## src/rtl/risc_rf_pkg.sv

```systemverilog
// Shared types and constants for the register-file front-end controller.
// Optional feature macro used by the controller: RISC_RF_ZERO_EN (r0 hardwired to zero).
package risc_rf_pkg;
    localparam int RF_AW    = 4;
    localparam int RF_DW    = 8;
    localparam int RF_NREGS = 2**RF_AW;

    typedef logic [RF_AW-1:0] rf_addr_t;
    typedef logic [RF_DW-1:0] rf_data_t;

    // Writeback source indices into the arbiter request/grant vectors
    localparam int WB_ALU = 0;
    localparam int WB_LSU = 1;
endpackage

```

## src/rtl/risc_rr_arb2.sv

```systemverilog
// Two-input round-robin arbiter: combinational grant, one pointer flop that
// moves to the loser only when both inputs request in the same cycle.
module risc_rr_arb2
    import risc_rf_pkg::*;
#(
    parameter int RESET_PRIO = 0
) (
    input  logic       clk,
    input  logic       rst_n,
    input  logic [1:0] i_req,
    output logic [1:0] o_gnt
);

    logic r_ptr;
    logic w_ptr_nxt;

    always_comb begin
        o_gnt = 2'b00;
        unique case (i_req)
            2'b01:   o_gnt = 2'b01;
            2'b10:   o_gnt = 2'b10;
            2'b11:   o_gnt = r_ptr ? 2'b10 : 2'b01;
            default: o_gnt = 2'b00;
        endcase
    end

    // Under contention the winner is the favoured side, so the loser is ~r_ptr
    assign w_ptr_nxt = (i_req == 2'b11) ? ~r_ptr : r_ptr;

    always_ff @(posedge clk or negedge rst_n) begin
        if (!rst_n) r_ptr <= RESET_PRIO[0];
        else        r_ptr <= w_ptr_nxt;
    end

endmodule

```

## src/rtl/risc_regfile_ctrl.sv

```systemverilog
// Register-file front end: arbitrates ALU/LSU writeback onto the single write
// port and forwards same-cycle writes to both read ports. Macro: RISC_RF_ZERO_EN.
module risc_regfile_ctrl
    import risc_rf_pkg::*;
#(
    parameter int AW         = RF_AW,
    parameter int DW         = RF_DW,
    parameter int RESET_PRIO = 0
) (
    input  logic          clk,
    input  logic          rst_n,
    input  logic          rd_req,
    input  logic [AW-1:0] rs1_addr,
    input  logic [AW-1:0] rs2_addr,
    output logic          rs_valid,
    output logic [DW-1:0] rs1,
    output logic [DW-1:0] rs2,
    input  logic          wb0_valid,
    input  logic [AW-1:0] wb0_addr,
    input  logic [DW-1:0] wb0_data,
    output logic          wb0_ready,
    input  logic          wb1_valid,
    input  logic [AW-1:0] wb1_addr,
    input  logic [DW-1:0] wb1_data,
    output logic          wb1_ready,
    output logic [AW-1:0] rf_rs1_addr,
    output logic [AW-1:0] rf_rs2_addr,
    input  logic [DW-1:0] rf_rs1,
    input  logic [DW-1:0] rf_rs2,
    output logic [AW-1:0] rf_rd_addr,
    output logic [DW-1:0] rf_rd,
    output logic          rf_rd_write
);

    logic [1:0]         w_req;
    logic [1:0]         w_gnt;
    logic               w_wr_any;
    logic [1:0][AW-1:0] w_rs_addr;
    logic [1:0][DW-1:0] w_rf_data;
    logic [1:0]         w_hit;
    logic [1:0][DW-1:0] w_rs;

    logic               r_rs_valid;
    logic [1:0]         r_fwd_sel;
    logic [1:0][DW-1:0] r_fwd_data;

    // ---------------- write side ----------------
    assign w_req[WB_ALU] = wb0_valid;
    assign w_req[WB_LSU] = wb1_valid;

    risc_rr_arb2 #(
        .RESET_PRIO (RESET_PRIO)
    ) u_wb_arb (
        .clk   (clk),
        .rst_n (rst_n),
        .i_req (w_req),
        .o_gnt (w_gnt)
    );

    assign wb0_ready = w_gnt[WB_ALU];
    assign wb1_ready = w_gnt[WB_LSU];
    assign w_wr_any  = |w_gnt;

    always_comb begin
        rf_rd_addr = '0;
        rf_rd      = '0;
        if (w_gnt[WB_LSU]) begin
            rf_rd_addr = wb1_addr;
            rf_rd      = wb1_data;
        end else if (w_gnt[WB_ALU]) begin
            rf_rd_addr = wb0_addr;
            rf_rd      = wb0_data;
        end
    end

`ifdef RISC_RF_ZERO_EN
    // r0 writes are still acknowledged but never reach the array
    assign rf_rd_write = w_wr_any && (rf_rd_addr != '0);
`else
    assign rf_rd_write = w_wr_any;
`endif

    // ---------------- read side ----------------
    assign rf_rs1_addr  = rs1_addr;
    assign rf_rs2_addr  = rs2_addr;
    assign w_rs_addr[0] = rs1_addr;
    assign w_rs_addr[1] = rs2_addr;
    assign w_rf_data[0] = rf_rs1;
    assign w_rf_data[1] = rf_rs2;

    always_ff @(posedge clk or negedge rst_n) begin
        if (!rst_n) r_rs_valid <= 1'b0;
        else        r_rs_valid <= rd_req;
    end

    assign rs_valid = r_rs_valid;

    // The array returns old data on read-during-write, so capture the write here
    for (genvar p = 0; p < 2; p++) begin : g_port
        assign w_hit[p] = rd_req && rf_rd_write && (rf_rd_addr == w_rs_addr[p]);

        always_ff @(posedge clk or negedge rst_n) begin
            if (!rst_n) begin
                r_fwd_sel[p]  <= 1'b0;
                r_fwd_data[p] <= '0;
            end else begin
                r_fwd_sel[p]  <= w_hit[p];
                r_fwd_data[p] <= rf_rd;
            end
        end

`ifdef RISC_RF_ZERO_EN
        logic r_zero;

        always_ff @(posedge clk or negedge rst_n) begin
            if (!rst_n) r_zero <= 1'b0;
            else        r_zero <= rd_req && (w_rs_addr[p] == '0);
        end

        assign w_rs[p] = r_zero       ? '0 :
                         r_fwd_sel[p] ? r_fwd_data[p] : w_rf_data[p];
`else
        assign w_rs[p] = r_fwd_sel[p] ? r_fwd_data[p] : w_rf_data[p];
`endif
    end

    assign rs1 = w_rs[0];
    assign rs2 = w_rs[1];

endmodule
```

## config.mk

```make
export PLATFORM = sky130hd
export DESIGN_NAME = risc_regfile_ctrl
export DESIGN_NICKNAME = d
export VERILOG_FILES = /design/src/rtl/risc_rf_pkg.sv /design/src/rtl/risc_rr_arb2.sv /design/src/rtl/risc_regfile_ctrl.sv
export SDC_FILE = /design/constraint.sdc
export NUM_CORES = 1
export LEC_CHECK = 0
export ABC_CLOCK_PERIOD_IN_PS = 2700
export CORE_MARGIN = 4
export CORE_UTILIZATION = 25
export CTS_CLUSTER_DIAMETER = 80
export CTS_CLUSTER_SIZE = 14
export DETAILED_ROUTE_END_ITERATION = 7
export PLACE_DENSITY = 0.68
export SLEW_MARGIN = 20
export SYNTH_ARGS = -nofsm -noshare
export SYNTH_HDL_FRONTEND = slang
export SYNTH_HIERARCHICAL = 1
export SYNTH_SLANG_ARGS = --single-unit
```

## constraint.sdc

```tcl
create_clock -name clk -period 2.7 [get_ports clk]
set_input_delay 0.27 -clock clk [delete_from_list [all_inputs] [get_ports clk]]
set_output_delay 0.27 -clock clk [all_outputs]
set_load 0.1 [all_outputs]
```

Word level (Yosys, flattened, before mapping)
Index checks and enable logic that the tools add are counted.
- flip-flop bits (word level): 12
- bits of input ports: 53
- logic and storage cells: 23
- equal/unequal tests: 5
- multiplexer cells: 8
- bitwise gates (word level): 1
- reductions and logical operators: 4
- operators with widths (kind ; count):
    8-bit 2-to-1 mux ; 4
    4-bit == test ; 2
    4-bit 2-to-1 mux ; 2
    2-bit case mux with 3 select lines ; 1
    2-bit == test, second input constant ; 2
    1-bit logical AND ; 3
    2-bit by 1-bit == test with 1-bit output, second input constant ; 1
    2-bit 2-to-1 mux ; 1
    2-bit OR reduction ; 1
    1-bit inverter ; 1

Logic depth before layout (Yosys ltp)
Gate-level depths: netlist (run 1).
- depth after elaboration: 6
- depth in mapped cells: 7
- gate-level depth less buffers: 5

Cells and area by module
The synthesis (run 1) kept the hierarchy.
- by module, submodules not included (module ; times used ; cells an instance ; area an instance (um2)):
    risc_regfile_ctrl ; 1 ; 97 ; 942.2
    risc_rr_arb2 ; 1 ; 6 ; 56.3

Worst setup path before layout (run 1)
OpenSTA, ideal clock, no wires.
- path kind: register to output
- from: reg u_wb_arb.r_ptr
- to: out rf_rd_addr[3]
- arrival time: 5344 ps
- data required time: 2430 ps
- slack: -2914 ps
- cell stages (with the launch flop): 5
- path through: dfrtp_1 a21boi_0 buf_2 nand2_1 o21ai_0
- longest elaborated chain between the ends: 4
- ends and longest elaborated chain (what ; RTL line ; RTL):
    start, declared ; risc_rr_arb2.sv:14 ; logic r_ptr;
    start signal, assigned ; risc_rr_arb2.sv:31 ; if (!rst_n) r_ptr <= RESET_PRIO[0];
    start signal, assigned ; risc_rr_arb2.sv:32 ; else r_ptr <= w_ptr_nxt;
    2-bit 2-to-1 mux ; risc_rr_arb2.sv:22 ; 2'b11: o_gnt = r_ptr ? 2'b10 : 2'b01;
    2-bit case mux with 3 select lines ; risc_rr_arb2.sv:19 ; unique case (i_req)
    via wb0_ready ; risc_regfile_ctrl.sv:21 ; output logic wb0_ready,
    4-bit 2-to-1 mux ; risc_regfile_ctrl.sv:70 ; end else if (w_gnt[WB_ALU]) begin
    4-bit 2-to-1 mux ; risc_regfile_ctrl.sv:67 ; if (w_gnt[WB_LSU]) begin
    end, declared ; risc_regfile_ctrl.sv:30 ; output logic [AW-1:0] rf_rd_addr,
The timed path passes the listed nets, and every way through them passes these cells.

Worst setup path in the final report (run 1)
- from: in wb0_valid
- to: out rf_rd[3]
- longest elaborated chain between the ends: 4
- elaborated cells between the ends (all ways): 6
- those cells by class: eq/ne: 3; mux: 3
- ends and longest elaborated chain (what ; RTL line ; RTL):
    start, declared ; risc_regfile_ctrl.sv:18 ; input logic wb0_valid,
    2-bit == test or 2-bit by 1-bit == test with 1-bit output (tied branches) ; risc_rr_arb2.sv:19 ;
    2-bit case mux with 3 select lines (*) ; risc_rr_arb2.sv:19 ;
    8-bit 2-to-1 mux ; risc_regfile_ctrl.sv:70 ;
    8-bit 2-to-1 mux (*) ; risc_regfile_ctrl.sv:67 ;
    end, declared ; risc_regfile_ctrl.sv:31 ; output logic [DW-1:0] rf_rd,
Every way passes the cells marked *; elsewhere a longest branch is shown, timed or not.

==> results of run 1 <==
sequential cells by signal, summed over array words and instances, names as in the netlist:
register,count
u_wb_arb/r_ptr,1
r_fwd_sel,2
r_fwd_data,8
rs_valid,1
routing by layer:
metal	vias to the layer above	part of all wire (%)	routed length (µm)
li1	533	-	-
met1	501	40	1484
met2	68	50	1856
met3	0	10	386
met4	0	0	0
met5	-	0	0
per-stage QoR:
step | util (%) | power (W)
floorplan | - | 0.0009188
global placement | 53.78 | 0.001259
detailed placement | 53.78 | 0.001269
CTS | 55.24 | 0.001460
global route | 55.24 | 0.001499
finish | 55.24 | 0.001445
layout make-up:
type / count / area (µm²) / share of cell area [%]
multi-input combinational: 75 / 645.6 / 30.99
tap: 48 / 60.06 / 2.883
inverter: 1 / 3.754 / 0.1802
sequential: 12 / 300.3 / 14.41
timing repair buffer: 95 / 1018 / 48.89
clock buffer: 4 / 55.05 / 2.643
how the worst min path moves through the flow:
stage / cells after the start / endpoint / startpoint / slack (ps)
after detailed placement: 1 / u_wb_arb/r_ptr / u_wb_arb/r_ptr / 550
final: 1 / r_fwd_data[14] / rst_n / 380
after global placement: 1 / u_wb_arb/r_ptr / u_wb_arb/r_ptr / 560
after floorplan: 0 / r_fwd_data[10] / rst_n / -30
after CTS: 1 / r_fwd_data[14] / rst_n / 390
after global routing: 1 / r_fwd_data[9] / rst_n / 410
synthesized netlist by cell type (all sizes together):
cell type and number:
or2 1, o21ai 5, nor2b 1, xnor2 11
a21boi 2, nand2 9, clkbuf 3, dfrtp 12
a22oi 2, nor4b 2, nand4b 2, mux2 16
inv 1, a22o 10, o22ai 2, buf 12
nor2 2, a211oi 2, xor2 4, nand3 4
cell usage in the layout, fill, tap and decap left out, types with 3 or more instances in the layout:
cell type / instances
clkdlybuf4s50_1: 52
buf_4: 29
mux2_2: 16
buf_12: 14
dfrtp_1: 12
xnor2_1: 11
a22o_2: 10
nand2_1: 9
nand3_1: 4
xor2_1: 4
clkbuf_8: 4
o21ai_0: 3
where the power goes:
part | total [W] | switching (W) | leakage (nW) | internal [W]
clock network | 0.000185 | 0.0000570 | 0.0288 | 0.000128
registers | 0.000240 | 0.0000284 | 0.153 | 0.000212
logic | 0.00102 | 0.000671 | 0.685 | 0.000349
total | 0.00145 | 0.000757 | 0.867 | 0.000689
cell families after synthesis:
logic type	after synthesis	synth area share [%]
multiplexers	16	18.04
XOR/XNOR	15	13.16
AO/OA/AOI/OAI	23	17.04
AND/OR/NAND/NOR	21	12.16
buffers and inverters	16	9.524
flip-flops	12	30.08
==> impl_metrics.py, run 1 <==
metrics = {
    "setup_path": {
        "reg2reg_slack_ps": 1130,
        "endpoint": "rf_rd[3]",
        "critPathBufInv": 3,
        "path_depth": 6,
        "crit_type": "in -> out",
        "path_cells": "clkdlybuf4s50_1 -> a21boi_4 -> nor2b_1 -> buf_4 -> a22o_2 -> buf_12",
        "slowest_delay_ps": 550,
        "cpMaxStageDelayCell": "clkdlybuf4s50_1",
        "crit_path_end_kind": "output port",
        "cp-startpoint": "wb0_valid",
        "r2r-end": "r_fwd_sel[1]",
        "arrival_ps": 1970,
        "rr_worst_depth": 5,
        "required_ps": 2430,
        "start_kind": "input port",
        "crit_fanout": 8,
        "reg2reg_from": "u_wb_arb/r_ptr",
        "path_delay_family": "buffers and inverters",
    },
    "cts": {
        "clkTransAtPathRegs_ps": 50,
        "postCtsHoldBufs": 0,
        "clk_path_buf_depth": 2,
        "clk_latency_ps": 230,
        "cts-root-buf": "clkbuf_8",
        "htreeDepth": 1,
        "cts_tree": "built",
        "ctsResizeCount": 0,
        "postCtsSetupBuffers": 0,
        "cts_buffers": 3,
        "cts_sinks": 12,
    },
    "logic_synthesis": {
        "ys_types": 22,
        "ys_warn_count": 6,
        "netlist_instances": 103,
        "syn_area_um2": 998.5,
        "syn_area_per_cell_um2": 9.694,
        "synth_seq_cells": 12,
        "yosysSeqAreaShare_pct": 30.08,
        "yosysTopAreaCell": "dfrtp_1",
        "synth_nets": 156,
        "yosys.area.top_type_share_pct": 30.08,
        "synthTopCellsByArea": "dfrtp_1, mux2_2, xnor2_1",
    },
    "die": {
        "rows": 22,
        "core_mm2": 0.003771,
        "chipWidth_um": 71.20,
        "die_y_um": 71.20,
        "initial_core_util_pct": 26.48,
        "dieArea_mm2": 0.005069,
        "num_io_pins": 93,
    },
    "grt": {
        "antenna_found_initial": 0,
        "use_met2_pct": 25.00,
        "grt_use_total_pct": 13.73,
        "grtUsageMet1_pct": 15.58,
        "top_usage_layer": "met2",
        "grt-ovfl-total": 0,
        "grt_max_degree": 27,
        "grt_pass1_wl_um": 5582,
        "grt_pass1_vias": 1135,
        "gr-usage-met3_pct": 4.545,
    },
    "placement": {
        "io_buffer_count": 92,
        "dp.cells": 231,
        "post-place-ws_ps": 464.6,
        "place.gp.congestion": 0.9196,
        "place_area_mm2": 0.002028,
        "hpwl_um": 3275,
    },
    "sta": {
        "rsz0062_at_grt": "false",
        "skew_ps": 0.7272,
        "tns_ps": 0,
        "drv_slew": 0,
        "min_period_over_period_pct": 82.80,
        "slew_headroom_pct": 66.69,
        "setup_ws_ps": 464.3,
        "worst_slew_pin_slew_ps": 498.1,
        "finalHoldViolations": 0,
        "setup_violations": 0,
        "period_needed_ps": 2236,
        "worst_hold_slack_ps": 375.9,
        "fmax_ghz": 0.4473,
    },
    "detailed_routing": {
        "wl_um": 3728,
        "drc_errors": 0,
        "postRouteAntennaNets": 0,
        "drt-vias-per-instance": 4.689,
        "num_vias": 1102,
        "drtPass1Iterations": 4,
        "wire_per_inst_um": 15.86,
        "drt_iter0_drc": 11,
    },
    "job": {
        "maxCapViolations": 0,
    },
    "power": {
        "peakVddDrop_uv": 355.6,
        "power_density_mw_per_mm2": 693.8,
        "p_leak_nw": 0.8671,
    },
    "final_layout": {
        "nNetsFinal": 241,
        "fin_cells": 235,
        "final_layout_size_suffix_gt1_share_pct": 42.25,
        "area_growth_pct": 108.6,
        "fin_area_mm2": 0.002083,
        "diodes": 0,
        "fillers": 322,
    },
    "min_path": {
        "hold_path_class": "in -> async",
    },
    "outcome": {
        "status": "finished, final reports clean",
    },
}
No activity file was read; power rests on OpenSTA's default activity.
==> run 2: changes to the inputs <==
--- a/config.mk
+++ b/config.mk
@@ -5,13 +5,13 @@
 export SDC_FILE = /design/constraint.sdc
 export NUM_CORES = 1
 export LEC_CHECK = 0
-export ABC_CLOCK_PERIOD_IN_PS = 2700
+export ABC_CLOCK_PERIOD_IN_PS = 1900
 export CORE_MARGIN = 4
 export CORE_UTILIZATION = 25
 export CTS_CLUSTER_DIAMETER = 80
 export CTS_CLUSTER_SIZE = 14
 export DETAILED_ROUTE_END_ITERATION = 7
-export PLACE_DENSITY = 0.68
+export PLACE_DENSITY = 0.71
 export SLEW_MARGIN = 20
 export SYNTH_ARGS = -nofsm -noshare
 export SYNTH_HDL_FRONTEND = slang
==> constraint.sdc (replaced) <==
create_clock -name clk -period 1.9 [get_ports clk]
set_input_delay 0.19 -clock clk [delete_from_list [all_inputs] [get_ports clk]]
set_output_delay 0.19 -clock clk [all_outputs]
set_load 0.1 [all_outputs]
==> run 2 against run 1 <==
Global-route usage increased by 2.9 points. Clock power increased by 46%. Count of clock-buffer cells in the layout unchanged. Die area unchanged. Highest routed layer is now met4.
==> impl_metrics.py, run 2 (synthesized netlist as in run 1, its figures left out) <==
metrics = {
    "outcome": {
        "status": "finished, final reports clean",
    },
    "grt": {
        "grt_use_total_pct": 16.59,
        "grt_max_degree": 19,
        "grt_pass1_vias": 1260,
        "antenna_found_initial": 0,
        "grt_pass1_wl_um": 6658,
        "grt-ovfl-total": 0,
    },
    "die": {
        "rows": 22,
        "chipWidth_um": 71.20,
        "dieArea_mm2": 0.005069,
        "die_y_um": 71.20,
        "core_mm2": 0.003771,
        "num_io_pins": 93,
        "initial_core_util_pct": 26.48,
    },
    "final_layout": {
        "final_layout_size_suffix_gt1_share_pct": 45.26,
        "nNetsFinal": 244,
        "regMostFlops": "r_fwd_data",
        "fillers": 267,
        "most-common-layout-cells": "clkdlybuf4s50_1, buf_12, mux2_2",
        "fin_cells": 238,
        "layout_commonest_cell": "clkdlybuf4s50_1",
        "largestRegisters": "r_fwd_data: 8 flops, r_fwd_sel: 2 flops",
        "area_growth_pct": 153.8,
        "largest_reg_flops": 8,
        "diodes": 0,
    },
    "detailed_routing": {
        "postRouteAntennaNets": 0,
        "drt_iter0_drc": 23,
        "drc_errors": 0,
        "drt-vias-per-instance": 4.748,
        "drtPass1Iterations": 4,
        "wl_um": 4138,
        "num_vias": 1130,
        "wire_per_inst_um": 17.39,
    },
    "setup_path": {
        "path_cells": "clkdlybuf4s50_1 -> buf_4 -> a21boi_4 -> nor2b_4 -> buf_4 -> a22o_4 -> buf_12",
        "crit_type": "in -> out",
        "crit_path_end_kind": "output port",
        "required_ps": 1710,
        "cp_common_cell": "buf_4",
        "start_kind": "input port",
        "arrival_ps": 1630,
        "crit_fanout": 8,
        "cpMaxStageDelayCell": "clkdlybuf4s50_1",
        "slowest_delay_ps": 440,
    },
    "cts": {
        "cts_tree": "built",
        "clk_latency_ps": 240,
        "postCtsHoldBufs": 0,
        "postCtsSetupBuffers": 0,
        "cts_buffers": 3,
        "clkTransAtPathRegs_ps": 50,
        "clk_path_buf_depth": 2,
        "cts_sinks": 12,
        "htreeDepth": 1,
        "cts-root-buf": "clkbuf_8",
    },
    "placement": {
        "dp.cells": 234,
        "io_buffer_count": 92,
        "place.gp.congestion": 0.8797,
        "hpwl_um": 3576,
    },
    "min_path": {
        "hold_path_class": "in -> async",
    },
    "sta": {
        "slew_headroom_pct": 64.90,
        "period_needed_ps": 1818,
        "worst_slew_pin_slew_ps": 524.9,
        "finalHoldViolations": 0,
        "rsz0062_at_grt": "false",
        "skew_ps": 1.344,
        "worst_hold_slack_ps": 299.8,
        "fmax_ghz": 0.5501,
        "setup_violations": 0,
        "drv_slew": 0,
        "min_period_over_period_pct": 95.68,
    },
    "power": {
        "total_power_w": 0.002283,
        "p_leak_nw": 1.060,
        "peakVddDrop_uv": 413.1,
        "power_density_mw_per_mm2": 901.1,
    },
    "job": {
        "maxCapViolations": 0,
    },
}
## run 2: cell types whose count changed in the layout (fill, tap and decap cells not counted), sizes merged
cell           change
dlymetal6s2s       +1
clkdlybuf4s50      -1
buf                +3
## run 2: final cells by class
cell class	count	area, µm²	area share [%]
Tap cell	48	60.06	2.370
Multi-Input combinational cell	75	753.2	29.73
Clock buffer	4	55.05	2.173
Inverter	1	3.754	0.1481
Timing Repair Buffer	98	1360	53.68
Sequential cell	12	301.5	11.90
## run 2: worst max-delay path, delay by kind of cell
kind | cells | cell delay [ps]
AND/OR/NAND/NOR | 1 | 60
buffers and inverters | 4 | 940
AO/OA/AOI/OAI | 2 | 430
## run 2: what timing repair did
action | 4_1_cts | 5_1_grt
endpoints found under the setup margin | 2 | 10
gates resized for setup | 1 | 2
pin swaps | 0 | 1
## run 2: through the flow
step                worst slack, ps  instance area, µm²  util (%)  setup TNS (ps)
finish                        82.17                2534     67.19               0
global placement              19.37                2471     65.53               0
global route                  15.75                2534     67.19               0
detailed placement           -27.40                2471     65.53          -51.86
floorplan                    -168.9                1184         -           -2745
CTS                           15.13                2530     67.09               0
## run 2: layer usage
layer | part of all wire, % | up-vias | global-route usage [%]
li1 | - | 535 | -
met1 | 41 | 514 | 19.54
met2 | 49 | 76 | 29.29
met3 | 9.6 | 5 | 4.261
met4 | 1.2 | 0 | 5.010
met5 | 0 | - | 0
## run 2: worst paths after layout
kind / cells after the start / slack, ps / end / start
worst max-delay path: 7 / 80 / rf_rd[4] / wb0_valid
min in group clk: 3 / 350 / u_wb_arb/r_ptr / wb1_valid
worst max register to register: 6 / 330 / r_fwd_sel[0] / u_wb_arb/r_ptr
worst min-delay path: 1 / 300 / r_fwd_data[9] / rst_n
max in group asynchronous: 1 / 1220 / u_wb_arb/r_ptr / rst_n
worst min register to register: 1 / 530 / u_wb_arb/r_ptr / u_wb_arb/r_ptr
## run 2: power breakdown
part           internal, W  switching, W
combinational     0.000654       0.00101
clock             0.000182     0.0000873
sequential        0.000303     0.0000418
